===== config.mk =====
export PLATFORM = sky130hd
export DESIGN_NAME = axi_dma_wr
export DESIGN_NICKNAME = d
export VERILOG_FILES = /design/src/rtl/axi_dma_wr.sv
export SDC_FILE = /design/constraint.sdc
export NUM_CORES = 1
export LEC_CHECK = 0
export CAP_MARGIN = 20
export CORE_AREA = 2 2 294 296
export CTS_BUF_LIST = sky130_fd_sc_hd__clkbuf_4
export CTS_CLUSTER_DIAMETER = 120
export DETAILED_ROUTE_END_ITERATION = 10
export DIE_AREA = 0 0 296 298
export PLACE_DENSITY = 0.37
export SKIP_LAST_GASP = 1
export SLEW_MARGIN = 10
export SYNTH_ARGS = -nofsm -noshare
export SYNTH_HDL_FRONTEND = slang
export SYNTH_SLANG_ARGS = --single-unit

===== constraint.sdc =====
create_clock -name axi_aclk -period 4.52 [get_ports axi_aclk]
set_input_delay 0.904 -clock axi_aclk [delete_from_list [all_inputs] [get_ports axi_aclk]]
set_output_delay 0.904 -clock axi_aclk [all_outputs]
set_load 0.02 [all_outputs]

===== src/rtl/axi_dma_wr.sv =====
// axi_dma_wr: S2MM engine. Takes a DATA_W-bit AXI-Stream and writes it to
// memory as fixed-length AXI4 INCR bursts, one outstanding burst at a time,
// into a ring buffer [start_address, start_address+cap_size).
//
// Ports:
//   axi_aclk, axi_rst             clock, synchronous active-high reset
//   axis_*                        input stream (tdata/tkeep/tlast/tvalid/tready)
//   axi_aw*, axi_w*, axi_b*       AXI4 write master (address, data, response)
//   write_start                   level; bursts are issued while high
//   write_reset                   in IDLE: reload address, clear counters/error
//   start_address, cap_size       ring base and size, sampled when leaving IDLE
//   current_addr                  address of the next burst
//   run_cycles                    completed ring wraps, modulo 256
//   wr_s2mm_err                   sticky error (bad config or non-OKAY bresp)
//
// Build option WR_TLAST_PAD_EN: an early axis_tlast pads the rest of the
// burst with zero-strobe beats so the next packet begins on a fresh burst.
// Without it, tlast is ignored and the stream packs continuously.

module axi_dma_wr #(
    parameter int DATA_W    = 256,
    parameter int ADDR_W    = 32,
    parameter int BURST_LEN = 16
) (
    input  logic                axi_aclk,
    input  logic                axi_rst,
    input  logic [DATA_W-1:0]   axis_tdata,
    input  logic [DATA_W/8-1:0] axis_tkeep,
    input  logic                axis_tlast,
    input  logic                axis_tvalid,
    output logic                axis_tready,
    output logic [ADDR_W-1:0]   axi_awaddr,
    output logic [7:0]          axi_awlen,
    output logic [2:0]          axi_awsize,
    output logic [1:0]          axi_awburst,
    output logic [3:0]          axi_awcache,
    output logic [2:0]          axi_awprot,
    output logic [3:0]          axi_awid,
    output logic                axi_awvalid,
    input  logic                axi_awready,
    output logic [DATA_W-1:0]   axi_wdata,
    output logic [DATA_W/8-1:0] axi_wstrb,
    output logic                axi_wlast,
    output logic                axi_wvalid,
    input  logic                axi_wready,
    input  logic [1:0]          axi_bresp,
    input  logic                axi_bvalid,
    output logic                axi_bready,
    input  logic                write_start,
    input  logic                write_reset,
    input  logic [ADDR_W-1:0]   start_address,
    input  logic [31:0]         cap_size,
    output logic [ADDR_W-1:0]   current_addr,
    output logic [7:0]          run_cycles,
    output logic                wr_s2mm_err
);

    localparam int BURST_BYTES = BURST_LEN * DATA_W / 8;
    localparam int OFF_W       = $clog2(BURST_BYTES);
    localparam int BEAT_W      = (BURST_LEN > 1) ? $clog2(BURST_LEN) : 1;

    typedef enum logic [1:0] {S_IDLE, S_AW, S_W, S_B} state_t;

    state_t             state, state_nxt;
    logic [ADDR_W-1:0]  base, cur_addr, nxt_addr;
    logic [31:0]        size;
    logic [BEAT_W-1:0]  beat;
    logic [7:0]         runs;
    logic               err;
    logic               reload;   // next run starts from start_address
    logic               pad;      // zero-fill rest of burst after early tlast
    logic               cfg_bad, last_beat, w_xfer, wrap;

    assign cfg_bad   = (start_address[OFF_W-1:0] != '0) || (cap_size == '0)
                     || (cap_size[OFF_W-1:0] != '0);
    assign last_beat = (beat == BEAT_W'(BURST_LEN - 1));
    assign w_xfer    = (state == S_W) && axi_wvalid && axi_wready;
    assign nxt_addr  = cur_addr + ADDR_W'(BURST_BYTES);
    assign wrap      = (nxt_addr == base + ADDR_W'(size));

    // fixed burst attributes
    assign axi_awlen    = 8'(BURST_LEN - 1);
    assign axi_awsize   = 3'b101;
    assign axi_awburst  = 2'b01;
    assign axi_awcache  = 4'b0011;
    assign axi_awprot   = 3'b000;
    assign axi_awid     = 4'b0000;
    assign axi_awaddr   = cur_addr;
    assign current_addr = cur_addr;
    assign run_cycles   = runs;
    assign wr_s2mm_err  = err;

    // state register
    always_ff @(posedge axi_aclk) begin
        if (axi_rst) state <= S_IDLE;
        else         state <= state_nxt;
    end

    // next-state logic
    always_comb begin
        state_nxt = state;
        case (state)
            S_IDLE: if (!write_reset && write_start && !cfg_bad) state_nxt = S_AW;
            S_AW:   if (axi_awready) state_nxt = S_W;
            S_W:    if (w_xfer && last_beat) state_nxt = S_B;
            S_B:    if (axi_bvalid)
                        state_nxt = (write_start && !write_reset) ? S_AW : S_IDLE;
            default: state_nxt = S_IDLE;
        endcase
    end

    // outputs: W phase is a straight pass-through of the stream
    always_comb begin
        axi_awvalid = 1'b0;
        axi_wvalid  = 1'b0;
        axis_tready = 1'b0;
        axi_bready  = 1'b0;
        axi_wlast   = 1'b0;
        axi_wdata   = pad ? '0 : axis_tdata;
        axi_wstrb   = pad ? '0 : axis_tkeep;
        case (state)
            S_AW: axi_awvalid = 1'b1;
            S_W: begin
                axi_wlast = last_beat;
                if (pad) begin
                    axi_wvalid = 1'b1;
                end else begin
                    axi_wvalid  = axis_tvalid;
                    axis_tready = axi_wready;
                end
            end
            S_B: axi_bready = 1'b1;
            default: ;
        endcase
    end

`ifndef WR_TLAST_PAD_EN
    logic tlast_unused;
    assign tlast_unused = axis_tlast;
`endif

    // datapath registers
    always_ff @(posedge axi_aclk) begin
        if (axi_rst) begin
            cur_addr <= '0;
            base     <= '0;
            size     <= '0;
            runs     <= '0;
            err      <= 1'b0;
            reload   <= 1'b1;
            pad      <= 1'b0;
            beat     <= '0;
        end else begin
            case (state)
                S_IDLE: begin
                    if (write_reset) begin
                        cur_addr <= start_address;
                        runs     <= '0;
                        err      <= 1'b0;
                        reload   <= 1'b1;
                    end else if (write_start) begin
                        if (cfg_bad) begin
                            err <= 1'b1;
                        end else begin
                            base <= start_address;
                            size <= cap_size;
                            if (reload) begin
                                cur_addr <= start_address;
                                reload   <= 1'b0;
                            end
                        end
                    end
                end
                S_AW: if (axi_awready) beat <= '0;
                S_W: if (w_xfer) begin
                    beat <= beat + BEAT_W'(1);
                    if (last_beat) pad <= 1'b0;
`ifdef WR_TLAST_PAD_EN
                    else if (!pad && axis_tlast) pad <= 1'b1;
`endif
                end
                S_B: if (axi_bvalid) begin
                    // a failed response is flagged but the burst still counts
                    if (axi_bresp != 2'b00) err <= 1'b1;
                    if (wrap) begin
                        cur_addr <= base;
                        runs     <= runs + 8'd1;
                    end else begin
                        cur_addr <= nxt_addr;
                    end
                end
                default: ;
            endcase
        end
    end

endmodule


### Word level (Yosys, flattened, before mapping)

Cells that the tools add are included.
W data, S select, Z words.

| operators by class | value |
|---|---|
| add/subtract/negate cells | 4 |
| equal/unequal tests | 18 |
| mux-type cells | 34 |
| bitwise logic cells | 2 |
| reductions and logical operators | 24 |

Operators with widths:

| kind | number |
|---|---|
| $mux W32 | 6 |
| $pmux W32 S2 | 1 |
| $add A32 B10 Y32 const B | 1 |
| $add A32 B32 Y32 | 1 |
| $eq A32 B32 Y1 | 1 |
| $logic_not A32 Y1 | 1 |
| $mux W8 | 3 |
| $reduce_bool A9 Y1 | 2 |
| $ne A2 B2 Y1 const B | 8 |
| $pmux W8 S2 | 1 |
| $mux W1 | 14 |
| $ne A3 B3 Y1 const B | 4 |
| $reduce_and A4 Y1 | 3 |
| $reduce_and A5 Y1 | 2 |
| $add A8 B1 Y8 const B | 1 |
| $mux W2 | 4 |
| $mux W4 | 2 |
| $pmux W2 S4 | 1 |
| $pmux W4 S2 | 1 |
| $reduce_bool A2 Y1 | 4 |
| $reduce_and A3 Y1 | 2 |
| $logic_and A1 B1 Y1 | 5 |
| $add A4 B1 Y4 const B | 1 |
| $eq A2 B2 Y1 const B | 2 |
| other kinds (8) | 11 |

| storage, ports and cells | value |
|---|---|
| register bits after elaboration | 112 |
| input port bits | 363 |
| output and inout port bits | 390 |
| word-level logic and storage cells | 90 |

### Longest topological paths before layout

| logic depth | value |
|---|---|
| depth after elaboration | 7 |
| mapped depth | 16 |
| gate-level depth less buffers | 13 |

### Worst setup path before layout

OpenSTA, ideal clock, no wires.

| timing path | value |
|---|---|
| kind | flip-flop to flip-flop |
| start point | reg cur_addr[9] (netlist: axi_awaddr[9]) |
| end point | reg runs[7] (netlist: run_cycles[7]) |
| library setup time | 0.095 ns |
| arrival | 3.770 ns |
| required time | 4.425 ns |
| slack | 0.655 ns |
| stages on the path, launching flop included | 14 |
| path buffers | 1 |
| clock period less this slack | 3.865 ns |
| cells stage by stage | dfxtp_1 > ha_1 > nand4_1 > nor4_2 > and3_1 > xnor3_1 > a21oi_1 > or3_1 > a2111oi_2 > nand4_1 > or4_4 > buf_6 > or3_4 > o311ai_1 |

| between the ends | value |
|---|---|
| word-level cells in the longest chain between the ends | 4 |

Ends and longest elaborated chain:

| what | line | RTL |
|---|---|---|
| start, declared | 65 | `logic [ADDR_W-1:0] base, cur_addr, nxt_addr;` |
| start signal, assigned | 157 | `cur_addr <= start_address;` |
| start signal, assigned | 168 | `cur_addr <= start_address;` |
| start signal, assigned | 186 | `cur_addr <= base;` |
| $add A32 B10 Y32 | 78 | `assign nxt_addr = cur_addr + ADDR_W'(BURST_BYTES);` |
| $eq A32 B32 Y1 | 79 | `assign wrap = (nxt_addr == base + ADDR_W'(size));` |
| $ne A2 B2 Y1 (no source line) | - |  |
| $reduce_and A4 Y1 (no source line) | - |  |
| end signal, assigned | 187 | `runs <= runs + 8'd1;` |
| end, declared | 68 | `logic [7:0] runs;` |

Every way passes these cells.
A chain may end at the register's enable or synchronous reset.

### Worst setup path after layout

| timing path | value |
|---|---|
| start point | reg base[9] |
| end point | reg cur_addr[20] (netlist: axi_awaddr[20]) |

| between the ends | value |
|---|---|
| word-level cells in the longest chain between the ends | 5 |

Ends and longest elaborated chain:

| what | line | RTL |
|---|---|---|
| start, declared | 65 |  |
| start signal, assigned | 165 | `base <= start_address;` |
| $add A32 B32 Y32 | 79 |  |
| $eq A32 B32 Y1 | 79 |  |
| $mux W32 | 185 | `if (wrap) begin` |
| $mux W32 | 182 | `S_B: if (axi_bvalid) begin` |
| $pmux W32 S2 | 154 | `case (state)` |
| end signal, assigned | 157 |  |
| end signal, assigned | 186 |  |
| end signal, assigned | 189 | `cur_addr <= nxt_addr;` |

Every way passes these cells. The select of a mux whose other input is x is not followed.

==> results.cfg <==
[outcome]
run_status = complete, no violations

[timing]
fmax_mhz = 229
slew_viol_final = 0
finalSetupViolations = 0
tns_ps = 0
hold_viol_final = 0
fin_crit_sh_pct = 96.8
worst_pin_slew_ps = 1040
skew_ps = 36.9
fin_crit_ps = 4380
slew_headroom_pct = 30.1
rsz0062_at_grt = yes

[cts]
cts-root-buf = clkbuf_4
hold_buffers = 0
worstSkewPairLatency_ps = 630
cts_tree = done
cts.htree.levels = 3
path_clk_slew_ps = 190
clock_sinks = 112
cts_made_buffers = 9
clockBufferDepth = 2

[critical_path]
crit_fanout = 8
crit_arrival_ps = 4920
critical_path_class = register to register
cp-start-kind = register
crit_path_cell_trace = ha_1 -> nand4_1 -> o21bai_1 -> a211o_1 -> o31ai_2 -> buf_4 -> a211oi_1 -> or3_1 -> a32oi_1 -> nand4_1 -> buf_4 -> or4_4 -> buf_4 -> mux2_2 -> a211oi_1
end_kind = register
cp_slowest_cell = or4_4
path_common_cell = buf_4
required_ps = 5060
cp_slowest_stage_delay_ps = 610

[logic_synthesis]
synthCells = 1332
synth-async-reset-ratio_pct = 0
synth.most_common_cell = buf_4
ys_warn_count = 0
ys_seq_elements = 112
netlist_top_cells_count = buf_4, nand2_1, dfxtp_1
synth.distinct_cells = 73
synth_area_sq_um = 10200
synth_area_leader_cell = buf_4
synth_edf_count = 0
synth_area_leaders = buf_4, dfxtp_1, nand2_1
synth_top_area_share_pct = 25.4
synth_ff_type = dfxtp_1
syn_avg_cell_area_sq_um = 7.64
yosysSeqAreaShare_pct = 22.0

[drt]
via_per_inst = 3.60
drt_iter0_drc = 523
drc = 0
finalWirelength_microns = 42300
final_antenna_net_count = 0
drtPass1Iterations = 5
vias = 8439
wl_per_cell_microns = 18.1

[cells_and_area]
regArea_sq_um = 2240
n_fill_cell = 9806
final_cells = 2341
fin_util_pct = 13.3
drive_above_1_share_pct = 12.1
design_area_sq_um = 11300
area_delta_synth_final_pct = 10.7
multi_input_area_sq_um = 5140
final_nets = 1589

[die]
ioPinCount = 753
std_cell_rows = 107
dieArea_sq_um = 88200
initial_utilization_pct = 12.0
die_h_microns = 298
core_area_sq_um = 84900
die_width_microns = 296

[global_route]
grt_overflow = 0
antenna_found_initial = 5
grt_pass1_wl_microns = 58400
grt_pass1_vias = 8350
grt_usage_pct = 9.20
grt_max_degree = 67

[placement]
io_buffers = 151
dp_hpwl_microns = 33500
gp_congestion = 0.828
dpl_cell_area_sq_um = 11000
dp_cells = 2315

[run]
drv_cap = 0

[pwr]
pwr_density_cell_nw_per_um2 = 236
vdd_drop_max_v = 0.000164
power_mw = 2.66
power.leakage_nw = 3.96

[hold_path]
hold_path_class = register to register
## flip-flops by register name (all words and copies together) (netlist names)
register,count
state,2
axi_awaddr,32
beat,4
reload,1
run_cycles,8
size,32
base,32
wr_s2mm_err,1
## report_power, final
part / switching [mW] / internal, mW / leakage [nW]
Sequential: 0.0611 / 1.04 / 0.910
Clock: 0.418 / 0.172 / 0.0730
Combinational: 0.537 / 0.437 / 2.98
Total: 1.02 / 1.65 / 3.96
## through the flow
step           hold slack, ps  setup WS (ps)
6_report                  483            145
3_3_place_gp              460           63.3
3_5_place_dp              462           18.6
2_1_floorplan             440            655
4_1_cts                   486           25.9
5_1_grt                   501          -24.9
## repair_timing
action                                  in CTS  in global routing
endpoints found under the setup margin       0                 40
buffers inserted                             0                  4
resized for setup                            0                 20
endpoints found under the hold margin        0                  0
## cells in the final DEF, fill, tap and decap left out, drive strengths merged, types with 8 or more instances in the layout
cell	netlist	final
a2111oi	8	8
nor3	13	13
dfxtp	112	112
and3	32	32
conb	2	24
mux2i	12	12
nand2b	19	19
nor4	18	18
inv	24	25
nand3	35	35
nand2	155	155
or3	15	15
nand4	16	16
or2	12	12
and2	9	9
ha	38	38
a31oi	17	17
buf	355	83
a21o	14	14
nor2	33	33
xnor2	46	46
a22oi	11	11
xor2	24	24
a211oi	16	16
o21ai	48	48
o22ai	14	14
clkdlybuf4s50	0	150
clkbuf	57	10
a21oi	106	106
## area by class of cell
class                   instances  area share (%)
multi-input cells             807            45.6
inverters                      24           0.799
well taps                    1144            12.7
repair buffers                233            19.7
clock buffers                  10           0.666
diodes                          7           0.155
clock inverters                 4           0.500
flip-flops and latches        112            19.9
## logic make-up (layout without fill, tap and decap cells)
family          after synthesis  count (layout)  share of synthesized area, %
mux                          19              19                          1.95
flops                       112             112                          22.0
other cells                   2              31                        0.0738
xor+xnor                     71              71                          6.24
compound gates              278             278                          17.1
buf+inv                     436             271                          29.0
simple gates                375             376                          18.7
fa+ha+maj                    39              39                          4.87
## critical path: cells and delay by family, from the launching register on
family | cells | cell delay (ps)
adders and majority gates | 1 | 380
DFF | 1 | 390
muxes | 1 | 270
buffers and inverters | 3 | 610
and+or+nand+nor | 4 | 1330
AOI/OAI and AO/OA | 6 | 1320
## layer usage
metal / vias up / track usage [%] / wire [microns]
met2: 410 / 14.1 / 18800
li1: 3947 / - / -
met4: 8 / 4.69 / 1980
met3: 127 / 3.89 / 4090
met1: 3947 / 10.9 / 17300
met5: - / 0.499 / 90
## final timing paths
check / startpoint / endpoint / slack [ps] / depth (start not counted)
max: base[9] / axi_awaddr[20] / 140 / 15
min: size[18] / size[18] / 480 / 2
max reg2reg: base[9] / axi_awaddr[20] / 140 / 15
min reg2reg: size[18] / size[18] / 480 / 2
No activity file was read; power rests on OpenSTA's default activity.
